`config.mk`:
```
export PLATFORM = sky130hd
export DESIGN_NAME = uart_tx_fifo
export DESIGN_NICKNAME = d
export VERILOG_FILES = /design/src/rtl/uart_tx_fifo.sv
export SDC_FILE = /design/constraint.sdc
export NUM_CORES = 1
export LEC_CHECK = 0
export CAP_MARGIN = 20
export CORE_MARGIN = 5
export CORE_UTILIZATION = 43
export CTS_CLUSTER_DIAMETER = 150
export DETAILED_ROUTE_END_ITERATION = 7
export HOLD_SLACK_MARGIN = 0.08
export PLACE_DENSITY = 0.57
export RECOVER_POWER = 25
export SETUP_SLACK_MARGIN = 0.5
export SLEW_MARGIN = 15
export SYNTH_ARGS = -nofsm -noshare
export SYNTH_HDL_FRONTEND = slang
export SYNTH_SLANG_ARGS = --single-unit
export TNS_END_PERCENT = 20
```
`constraint.sdc`:
```
create_clock -name clock -period 3.4 [get_ports clock]
set_clock_uncertainty 0.15 [all_clocks]
set_input_delay 0.51 -clock clock [delete_from_list [all_inputs] [get_ports clock]]
set_output_delay 0.51 -clock clock [all_outputs]
set_load 0.1 [all_outputs]
```
`src/rtl/uart_tx_fifo.sv`:
```
`default_nettype none
// ============================================================================
// Module   : uart_tx_fifo
// Brief    : Circular byte FIFO feeding a UART transmitter over send/done.
// Revision : 1.0 - initial release
// ============================================================================
module uart_tx_fifo #(
    parameter int ADDR_W = 4
) (
    input  logic              clock,
    input  logic              reset_n,
    input  logic              wr_en,
    input  logic [7:0]        wr_data,
    input  logic              clear_ovf,
    output logic              full,
    output logic              empty,
    output logic [ADDR_W:0]   count,
    output logic              overflow,
    output logic              send,
    output logic [7:0]        data,
    input  logic              done
);

    localparam int              DEPTH     = 2 ** ADDR_W;
    localparam logic [ADDR_W:0] DEPTH_CNT = (ADDR_W + 1)'(DEPTH);

    typedef enum logic [1:0] {
        IDLE = 2'd0,
        REQ  = 2'd1,
        BUSY = 2'd2
    } state_t;

    state_t            state;
    logic [7:0]        mem [DEPTH];
    logic [ADDR_W-1:0] rd_ptr;
    logic [ADDR_W-1:0] wr_ptr;
    logic              push;
    logic              pop;
    logic [ADDR_W:0]   count_next;

    assign push = wr_en & ~full;
    assign pop  = (state == IDLE) & ~empty & done;

    always_comb begin
        count_next = count;
        if (push && !pop) begin
            count_next = count + 1'b1;
        end else if (pop && !push) begin
            count_next = count - 1'b1;
        end
    end

    // Storage is not reset: stale bytes are unreachable once the pointers clear.
    always_ff @(posedge clock) begin
        if (push) begin
            mem[wr_ptr] <= wr_data;
        end
    end

    always_ff @(posedge clock) begin
        if (!reset_n) begin
            rd_ptr   <= '0;
            wr_ptr   <= '0;
            count    <= '0;
            full     <= 1'b0;
            empty    <= 1'b1;
            overflow <= 1'b0;
        end else begin
            if (push) begin
                wr_ptr <= wr_ptr + 1'b1;
            end
            if (pop) begin
                rd_ptr <= rd_ptr + 1'b1;
            end
            count <= count_next;
            full  <= (count_next == DEPTH_CNT);
            empty <= (count_next == '0);
            // A write that hits a full FIFO overrides a same-cycle clear.
            if (wr_en && full) begin
                overflow <= 1'b1;
            end else if (clear_ovf) begin
                overflow <= 1'b0;
            end
        end
    end

    // REQ waits for done to fall before dropping send, so send is already low
    // by the time the transmitter reports idle again.
    always_ff @(posedge clock) begin
        if (!reset_n) begin
            state <= IDLE;
            send  <= 1'b0;
            data  <= 8'h00;
        end else begin
            case (state)
                IDLE: begin
                    if (pop) begin
                        data  <= mem[rd_ptr];
                        send  <= 1'b1;
                        state <= REQ;
                    end
                end
                REQ: begin
                    if (!done) begin
                        send  <= 1'b0;
                        state <= BUSY;
                    end
                end
                BUSY: begin
                    if (done) begin
                        state <= IDLE;
                    end
                end
                default: begin
                    send  <= 1'b0;
                    state <= IDLE;
                end
            endcase
        end
    end

endmodule
`default_nettype wire

```
==> summary.txt, run 1 <==
Run status
  • Status: finished clean

GRT
  • Initial antenna violation count: 0
  • Tot GR Track Use: 16.0%
  • First-pass GRT wire length: 19300 um
  • Largest net degree at the start of global routing: 23
  • Gr ovfl total: 0
  • Number of global-route vias before repair: 3303

Critical path
  • Maximum fanout along the worst path: 2
  • CP required: 2740 ps
  • Cell family with most CP delay: buffers and inverters
  • Slowest cell on the critical path: clkdlybuf4s50_1
  • Critical path type: reg -> out
  • Max incr delay on CP: roughly 1200 ps
  • Crit end category: primary output
  • CP Capture Point: data[1]
  • Worst Setup SP: data[1]
  • Worst EP arrival: roughly 1900 ps
  • Reg2reg start: rd_ptr[0]
  • Crit path depth: 1
  • R2R setup slack: 940 ps
  • Startpoint Class: flop
  • Register-to-Register Path Depth: 5
  • Reg2reg end: data[4]
  • Cells along the critical path: clkdlybuf4s50_1
  • Buf+Inv Stages, Crit Path: 1

Synth
  • Syn. warnings: 0
  • Async SR Flop Fraction: 0%
  • Synthesized Nets: between 300 and 400
  • Most area-consuming cells after synthesis: edfxtp_1 (63%), mux4_2 (12%), dfxtp_1 (8.9%)
  • Syn Area/Cell: 17.6 sq um
  • Post-synthesis mux area share: 11.9%
  • Simple-gate portion of the synthesized area: roughly 6.6%
  • Synth Area in Adders: between 1 and 1.5%
  • XOR/XNOR share of the synthesized area: between 1.5 and 2%
  • Post-synth cell types: 35
  • Post-synth top area share: 63.3%
  • Cells after Synth: 346
  • Post-synthesis instance area: 0.00607 sq mm
  • Register area share after synthesis: 72.2%
  • Synth Register Bits: roughly 160
  • Largest family of logic cells by synthesized area: multiplexers
  • Post-synthesis compound-gate area fraction: about 4.7%
  • Post-synth EDFFs: 128
  • Top-count cell post-synth: edfxtp_1
  • Predominant post-synthesis flop cell: edfxtp_1
  • Top post-synthesis cells by count: edfxtp_1 (128), mux4_2 (32), dfxtp_1 (27)
  • Synth area leader: edfxtp_1

Die
  • IO Count: 30
  • Die Y: 129 um
  • Die W: 129 um
  • Die area: between 0.015 and 0.02 sq mm
  • Initial Utilization: a little over two fifths
  • Core area: roughly 0.014 sq mm
  • Std-Cell Rows: 43

Detailed routing
  • Antenna Nets Post-Route: 0
  • Initial DRC count: 277
  • DR pass1 iterations: 4
  • Routed wire length: 12300 um
  • Via Count: around 3200
  • Drt wl/cell: 20.8 um
  • DRC errors left: 0
  • Vias per cell: 5.41

Timing
  • Setup TNS: 0 ps
  • Least-Margin Pin Slew: ~980 ps
  • Max Clock Freq: 388 MHz
  • Final count of hold timing violations: 0
  • Rel. slew slack: between 30% and 40%
  • Fin crit share: 75.8%
  • Final setup violation count: 0
  • Final Critical Period: ~2600 ps
  • Unrepaired setup endpoints after global routing: false
  • Max-slew violations: 0

Power
  • Sw Share: 27.0%
  • Comb pwr share: 17.3%
  • Switch Pwr: 1.35 mW
  • Clock share of power: 38.5%
  • Leak: 2.38 nW
  • Pwr Density: 688 mW/mm^2
  • Part of the power in registers: 44.3%
  • Pint: 3.65 mW
  • Max VDD drop: 0.389 mV

Clocking
  • CTS max path bufs: 2
  • Root Driver: clkbuf_16
  • CTS tree: yes
  • CTS buffer count: 17
  • Clock transition at path regs: 60 ps
  • Sink Count: 155
  • H-tree depth: 4
  • Postcts setup bufs: 0
  • Post-CTS Hold Buffers: 0
  • Clk_lat worst skew: 420 ps
  • Resize count post-CTS: 0

Placement
  • IO buf count: 29
  • Gp weighted congestion: 0.768
  • Placed Instance Area: between 0.006 and 0.007 sq mm
  • HPWL after DPL: approximately 7800 um

Run
  • MaxCap Viol Count: 0

Hold path
  • HP Class: reg -> reg

Layout
  • Number of fill cells: about 1100
  • Area growth, synth to finish: 19.7%
  • ANT cells: 0
  • Share of cells above drive strength 1: 23.4%
  • Final instance area: 0.00727 sq mm
  • Final nets: ~420
-- through the flow --
step	worst slack [ps]	instances	total power [mW]	util, %	hold WS, ps
after global routing	751	590	5.20	52.4	362
final	821	590	5.00	52.4	323
after floorplan	710	346	2.89	-	332
after detailed placement	481	558	3.13	48.0	319
after CTS	802	590	5.05	52.4	328
after global placement	526	558	3.12	48.0	304
-- power groups by stage --
stage / registers, mW / clock network, mW / logic (mW)
after floorplan: 2.49 / 0 / 0.400
after global placement: 2.25 / 0 / 0.864
after detailed placement: 2.26 / 0 / 0.871
after CTS: 2.22 / 1.96 / 0.874
after global routing: 2.23 / 2.05 / 0.914
final: 2.21 / 1.93 / 0.863
-- per-layer routing --
| layer | global-route usage [%] | share of wire [%] |
|---|---|---|
| met5 | 0 | 0 |
| met4 | 5.37 | 1.1 |
| met3 | 4.23 | 4.2 |
| met2 | 26.0 | 50 |
| met1 | 21.2 | 45 |
-- placed cells by master, fill, tap and decap left out, drive strengths merged, types with 2 or more instances in the layout --
cell	netlist	final
nand2b	5	5
clkinv	0	8
nor2b	4	4
buf	11	30
clkinvlp	0	3
inv	6	6
nor4b	2	2
and2	3	3
and3	2	2
ha	7	7
dlygate4sd3	0	5
xnor2	7	7
a21oi	5	5
a22o	8	8
o21ai	11	11
clkbuf	7	17
xor2	4	4
a32oi	2	2
nor2	26	26
nor3	7	7
bufinv	0	4
mux4	32	32
nand2	14	14
nand4	2	2
a221oi	9	9
clkdlybuf4s50	0	15
nand3	10	10
edfxtp	128	128
dfxtp	27	27
-- cells by family after synthesis --
logic type,after synthesis
xor+xnor,11
simple gates,78
compound gates,39
flops,155
mux,32
fa+ha+maj,7
buf+inv,24
-- worst reg2reg max path, delay by kind of cell (launching register included) --
family | cells | cell delay, ps
buf+inv | 2 | 510
compound gates | 2 | 540
mux | 1 | 540
flops | 1 | 590
-- worst min path at each step --
stage                   start         to  slack, ps  cells past startpoint
global placement     overflow   overflow        300                      2
finish               overflow   overflow        320                      2
detailed placement   overflow   overflow        320                      2
CTS                  overflow   overflow        330                      2
global route         overflow   overflow        360                      2
floorplan           wr_ptr[1]  wr_ptr[1]        330                      2
-- sequential cells by signal, summed over array words and instances, names as in the netlist --
name,cells
count,5
data,8
empty,1
full,1
mem,128
overflow,1
rd_ptr,4
send,1
state,2
wr_ptr,4
-- final cells by class --
type | count | area, sq um | share of cell area, %
Clock buffer | 17 | 425 | 5.85
Clock inverter | 15 | 180 | 2.48
Inverter | 6 | 22.5 | 0.310
Multi-Input combinational cell | 167 | 1590 | 21.9
Sequential cell | 155 | 4390 | 60.3
Tap cell | 180 | 225 | 3.10
Timing Repair Buffer | 50 | 438 | 6.02
(Power assumes the default switching activity.)
==> run 2, diff against run 1 <==
==> constraint.sdc (replaced) <==
create_clock -name clock -period 2.5 [get_ports clock]
set_clock_uncertainty 0.15 [all_clocks]
set_input_delay 0.375 -clock clock [delete_from_list [all_inputs] [get_ports clock]]
set_output_delay 0.375 -clock clock [all_outputs]
set_load 0.1 [all_outputs]
==> run 2 against run 1 <==
Die area stayed put; design area increased by 4.3%; sequential cell count is the same; critical path type is now reg -> reg; largest cell class unchanged.
==> summary.txt, run 2 (synthesis gave the netlist of run 1 again) <==
Critical path
  • Maximum fanout along the worst path: 13
  • Cells along the critical path: buf_12 > mux4_2 > a22o_1 > a221oi_1 > o21ai_0
  • Critical path type: reg -> reg
  • Reg2reg start: rd_ptr[0]
  • Buf+Inv Stages, Crit Path: 1
  • Cell family with most CP delay: compound AO/OA/AOI/OAI gates
  • Slowest cell on the critical path: mux4_2
  • CP required: between 2000 and 3000 ps
  • Worst EP arrival: 2170 ps
  • Worst Setup SP: rd_ptr[0]
  • Startpoint Class: flop
  • Crit end category: flop
  • Max incr delay on CP: 500 ps

Clocking
  • H-tree depth: 4
  • Sink Count: ~160
  • Clk_lat worst skew: 420 ps
  • Root Driver: clkbuf_16
  • CTS tree: yes
  • Clock transition at path regs: 60 ps
  • CTS buffer count: 17
  • CTS max path bufs: 2

Detailed routing
  • Via Count: 3224
  • Antenna Nets Post-Route: 0
  • DR pass1 iterations: 4
  • Initial DRC count: 299
  • Routed wire length: roughly 13000 um
  • Drt wl/cell: 20.9 um
  • DRC errors left: 0
  • Vias per cell: ~5.4

Layout
  • Area growth, synth to finish: 24.8%
  • Final core utilization: 54.6%
  • Multi-input gate area: between 0.0015 and 0.002 sq mm
  • Share of cells above drive strength 1: a little under two fifths
  • Max reg flops: 128
  • Register Area: 0.00441 sq mm
  • Most flops, register: mem
  • Cell Count, Final, Fillers Out: 600
  • Number of fill cells: about 1100
  • Final nets: 427
  • Most common cell after layout, fill and taps aside: edfxtp_1
  • ANT cells: 0
  • Largest regs: mem x128, data x8, count x5
  • Most frequent cells in the layout: edfxtp_1 (128), buf_4 (43), mux4_2 (32)

Placement
  • HPWL after DPL: 7780 um
  • Dpl cells: 564
  • IO buf count: 29
  • Gp weighted congestion: 0.772

GRT
  • Largest net degree at the start of global routing: 36
  • Number of global-route vias before repair: 3216
  • Initial antenna violation count: 0
  • First-pass GRT wire length: 19200 um
  • Tot GR Track Use: between 10% and 20%
  • Gr ovfl total: 0

Hold path
  • Hold Crit Start: done
  • HP Class: in -> reg

Timing
  • Rel. slew slack: 40.3%
  • Min Hold Slack: between 90 and 100 ps
  • Final count of hold timing violations: 0
  • Fin crit share: 80.9%
  • Least-Margin Pin Slew: around 890 ps
  • Max Clock Freq: 495 MHz
  • Max-slew violations: 0
  • Final setup violation count: 0
  • Final Critical Period: 2020 ps
  • Unrepaired setup endpoints after global routing: true

Power
  • Post-layout total power: around 7 mW
  • Leak: 2.52 nW
  • Pwr Density: ~910 mW/mm^2
  • Max VDD drop: 0.521 mV

Die
  • Initial Utilization: 43.8%
  • Std-Cell Rows: 43
  • IO Count: 30
  • Die Y: 129 um
  • Die area: 0.0166 sq mm
  • Core area: around 0.014 sq mm
  • Die W: 129 um

Run
  • MaxCap Viol Count: 0

Run status
  • Status: finished clean
[run 2: what timing repair did]
| action | in CTS | in global routing |
|---|---|---|
| hold buffers | 0 | 0 |
| pin swaps | 3 | 9 |
| setup endpoints to repair | 28 | 113 |
| setup buffers | 0 | 3 |
| cloned | 1 | 0 |
| gates resized for setup | 7 | 15 |
[run 2: path summary, 6_finish.rpt]
path | cells after the start | end | slack [ps]
worst min-delay path | 3 | state[1] | 100
worst min register to register | 2 | overflow | 320
worst max register to register | 5 | data[3] | 480
worst max-delay path | 5 | data[3] | 480
[run 2: per-layer routing]
layer / track usage (%) / vias to the layer above / routed length [um]
li1: - / 1495 / -
met1: 22.1 / 1643 / 5580
met2: 25.5 / 74 / 6250
met3: 4.11 / 12 / 577
met4: 5.00 / 0 / 122
met5: 0 / - / 0
[run 2: cell type report]
| cell class | count | area share, % |
|---|---|---|
| Timing Repair Buffer | 60 | 7.36 |
| Clock inverter | 15 | 2.28 |
| Inverter | 6 | 0.297 |
| Tap cell | 180 | 2.97 |
| Sequential cell | 155 | 58.1 |
| Clock buffer | 17 | 5.61 |
| Multi-Input combinational cell | 167 | 23.4 |
[run 2: power breakdown]
part	switching, mW	internal [mW]
registers	0.0960	2.91
logic	0.801	0.529
clock network	1.01	1.57
total	1.90	5.00
[run 2: stage by stage]
step	setup TNS, ps	setup slack [ps]	instance area (sq um)
after global routing	0	415	7580
after floorplan	0	418	6200
final	0	479	7580
after global placement	-47.2	-31.4	6830
after CTS	0	424	7500
after detailed placement	-44.6	-31.5	6830
[run 2: tightest hold or removal path, delay by kind of cell]
kind | cells | cell delay, ps
buffers and inverters | 2 | 220
AND/OR/NAND/NOR | 1 | 40
==> run 3, diff against run 2 <==
--- a/config.mk
+++ b/config.mk
@@ -11,7 +11,7 @@
 export CTS_CLUSTER_DIAMETER = 150
 export DETAILED_ROUTE_END_ITERATION = 7
 export HOLD_SLACK_MARGIN = 0.08
-export PLACE_DENSITY = 0.57
+export PLACE_DENSITY = 0.6
 export RECOVER_POWER = 25
 export SETUP_SLACK_MARGIN = 0.5
 export SLEW_MARGIN = 15
==> constraint.sdc (replaced) <==
create_clock -name clock -period 1.7 [get_ports clock]
set_clock_uncertainty 0.15 [all_clocks]
set_input_delay 0.255 -clock clock [delete_from_list [all_inputs] [get_ports clock]]
set_output_delay 0.255 -clock clock [all_outputs]
set_load 0.1 [all_outputs]
==> run 3 against run 2 <==
The run now ends with setup timing left; via count increased by 7.2%; sequential share of layout area is 7.4 points lower; utilization increased by 8.1 points; combinational power grew 110%; routed wire length up 6.4%; register-to-register slack worse by 770 ps; sequential cell count unchanged; sequential power rose by 47%; largest cell class unchanged; largest power group unchanged.
==> summary.txt, run 3 (synthesis gave the netlist of run 1 again) <==
Layout
  • ANT cells: 0
  • Share of cells above drive strength 1: between 40% and 50%
  • Cell Count, Final, Fillers Out: about 650
  • Number of fill cells: 981
  • Final nets: 481
  • Most common cell after layout, fill and taps aside: edfxtp_1
  • Most frequent cells in the layout: edfxtp_1 (128), buf_12 (35), mux4_2 (32)
  • Final instance area: between 0.008 and 0.009 sq mm
  • Max reg flops: 128
  • Largest regs: mem x128, data x8, count x5
  • Most flops, register: mem
  • Area growth, synth to finish: 43.3%

Die
  • Initial Utilization: a little over two fifths
  • Core area: approximately 0.014 sq mm
  • IO Count: 30
  • Die Y: 129 um
  • Die area: 0.0166 sq mm
  • Std-Cell Rows: 43
  • Die W: 129 um

Run
  • MaxCap Viol Count: 0

Timing
  • Max Clock Freq: around 500 MHz
  • Fin crit share: 117%
  • Rel. slew slack: 31.0%
  • Least-Margin Pin Slew: 1030 ps
  • Final setup violation count: 14
  • Min Hold Slack: 107 ps
  • Max-slew violations: 0
  • Final Critical Period: 1990 ps
  • Unrepaired setup endpoints after global routing: true
  • Final count of hold timing violations: 0
  • Final setup margin: -292 ps

Clocking
  • Sink Count: roughly 160
  • CTS tree: yes
  • H-tree depth: 4
  • Clk_lat worst skew: 420 ps
  • Clock transition at path regs: 60 ps
  • Post-CTS Hold Buffers: 0
  • CTS buffer count: 17
  • Root Driver: clkbuf_16
  • CTS max path bufs: 2

Run status
  • Violated checks: setup timing
  • Status: complete, but fails checks

Power
  • Max VDD drop: 0.642 mV
  • Leak: slightly below 3 nW
  • Pwr Density: 1260 mW/mm^2

Detailed routing
  • DR pass1 iterations: 4
  • Initial DRC count: 205
  • DRC errors left: 0
  • Vias per cell: between 5 and 6
  • Routed wire length: 13300 um
  • Antenna Nets Post-Route: 0
  • Drt wl/cell: 20.4 um
  • Via Count: around 3500

Placement
  • Gp weighted congestion: 0.764
  • Dpl cells: 604
  • IO buf count: 29
  • HPWL after DPL: approximately 8500 um
  • Placed Instance Area: approximately 0.0075 sq mm

Critical path
  • CP required: 1850 ps
  • Maximum fanout along the worst path: 7
  • Cells along the critical path: buf_12 > buf_12 > mux4_2 > a22o_1 > a221oi_2 > o21ai_1
  • Slowest cell on the critical path: mux4_2
  • Crit end category: flop
  • Crit-path most repeated cell: buf_12
  • Max incr delay on CP: 490 ps
  • Critical path type: reg -> reg
  • Worst EP arrival: around 2100 ps
  • Startpoint Class: flop

GRT
  • Largest net degree at the start of global routing: 21
  • Initial antenna violation count: 0
  • First-pass GRT wire length: about 21000 um
  • Number of global-route vias before repair: between 3000 and 4000
  • Tot GR Track Use: 17.3%
  • Gr ovfl total: 0

Hold path
  • HP Class: in -> reg
## run 3: timing repair
action	CTS	global route
cloned	2	0
buffers inserted	10	6
resized for setup	61	37
pin swaps	27	30
hold endpoints to repair	0	0
endpoints found under the setup margin	167	169
## run 3: per-stage QoR
| stage | utilization [%] | power [mW] | setup TNS, ps | worst slack [ps] |
|---|---|---|---|---|
| after floorplan | - | 5.88 | -14190 | -381 |
| after global placement | 54.3 | 6.80 | -47040 | -739 |
| after detailed placement | 54.3 | 6.82 | -48620 | -799 |
| after CTS | 61.4 | 10.9 | -3150 | -284 |
| after global routing | 62.7 | 11.3 | -4180 | -362 |
| final | 62.7 | 10.9 | -3150 | -292 |
## run 3: final timing paths
kind                  start       end  slack, ps  cells past startpoint
setup / recovery  rd_ptr[0]   data[0]       -290                      6
hold / removal        wr_en  overflow        110                      4
setup reg to reg  rd_ptr[0]   data[0]       -290                      6
hold reg to reg    overflow  overflow        340                      2
## run 3: final cells by class
class	count	area, sq um	area share (%)
inverter	6	26.3	0.302
timing repair buffer	114	1460	16.8
tap	180	225	2.59
clock inverter	9	113	1.29
multi-input combinational	167	1990	22.9
sequential	155	4420	50.7
clock buffer	23	468	5.38
## run 3: critical path: cells and delay by family, from the launching register on
kind | cells | cell delay (ps)
flip-flops | 1 | 380
multiplexers | 1 | 490
buffers and inverters | 2 | 280
AO/OA/AOI/OAI | 3 | 570
## run 3: per-layer routing
metal	global-route usage, %	vias to the layer above	share of wire, %
li1	-	1606	-
met1	23.3	1757	44
met2	28.0	74	50
met3	3.90	20	4.2
met4	5.74	0	1.3
met5	0	-	0
## run 3: power by group
group          switching [mW]  total (mW)  leakage (nW)  internal (mW)
combinational            1.44        2.81          1.26           1.37
sequential              0.132        4.41          1.38           4.28
clock                    1.45        3.71         0.283           2.25
total                    3.03        10.9          2.93           7.91
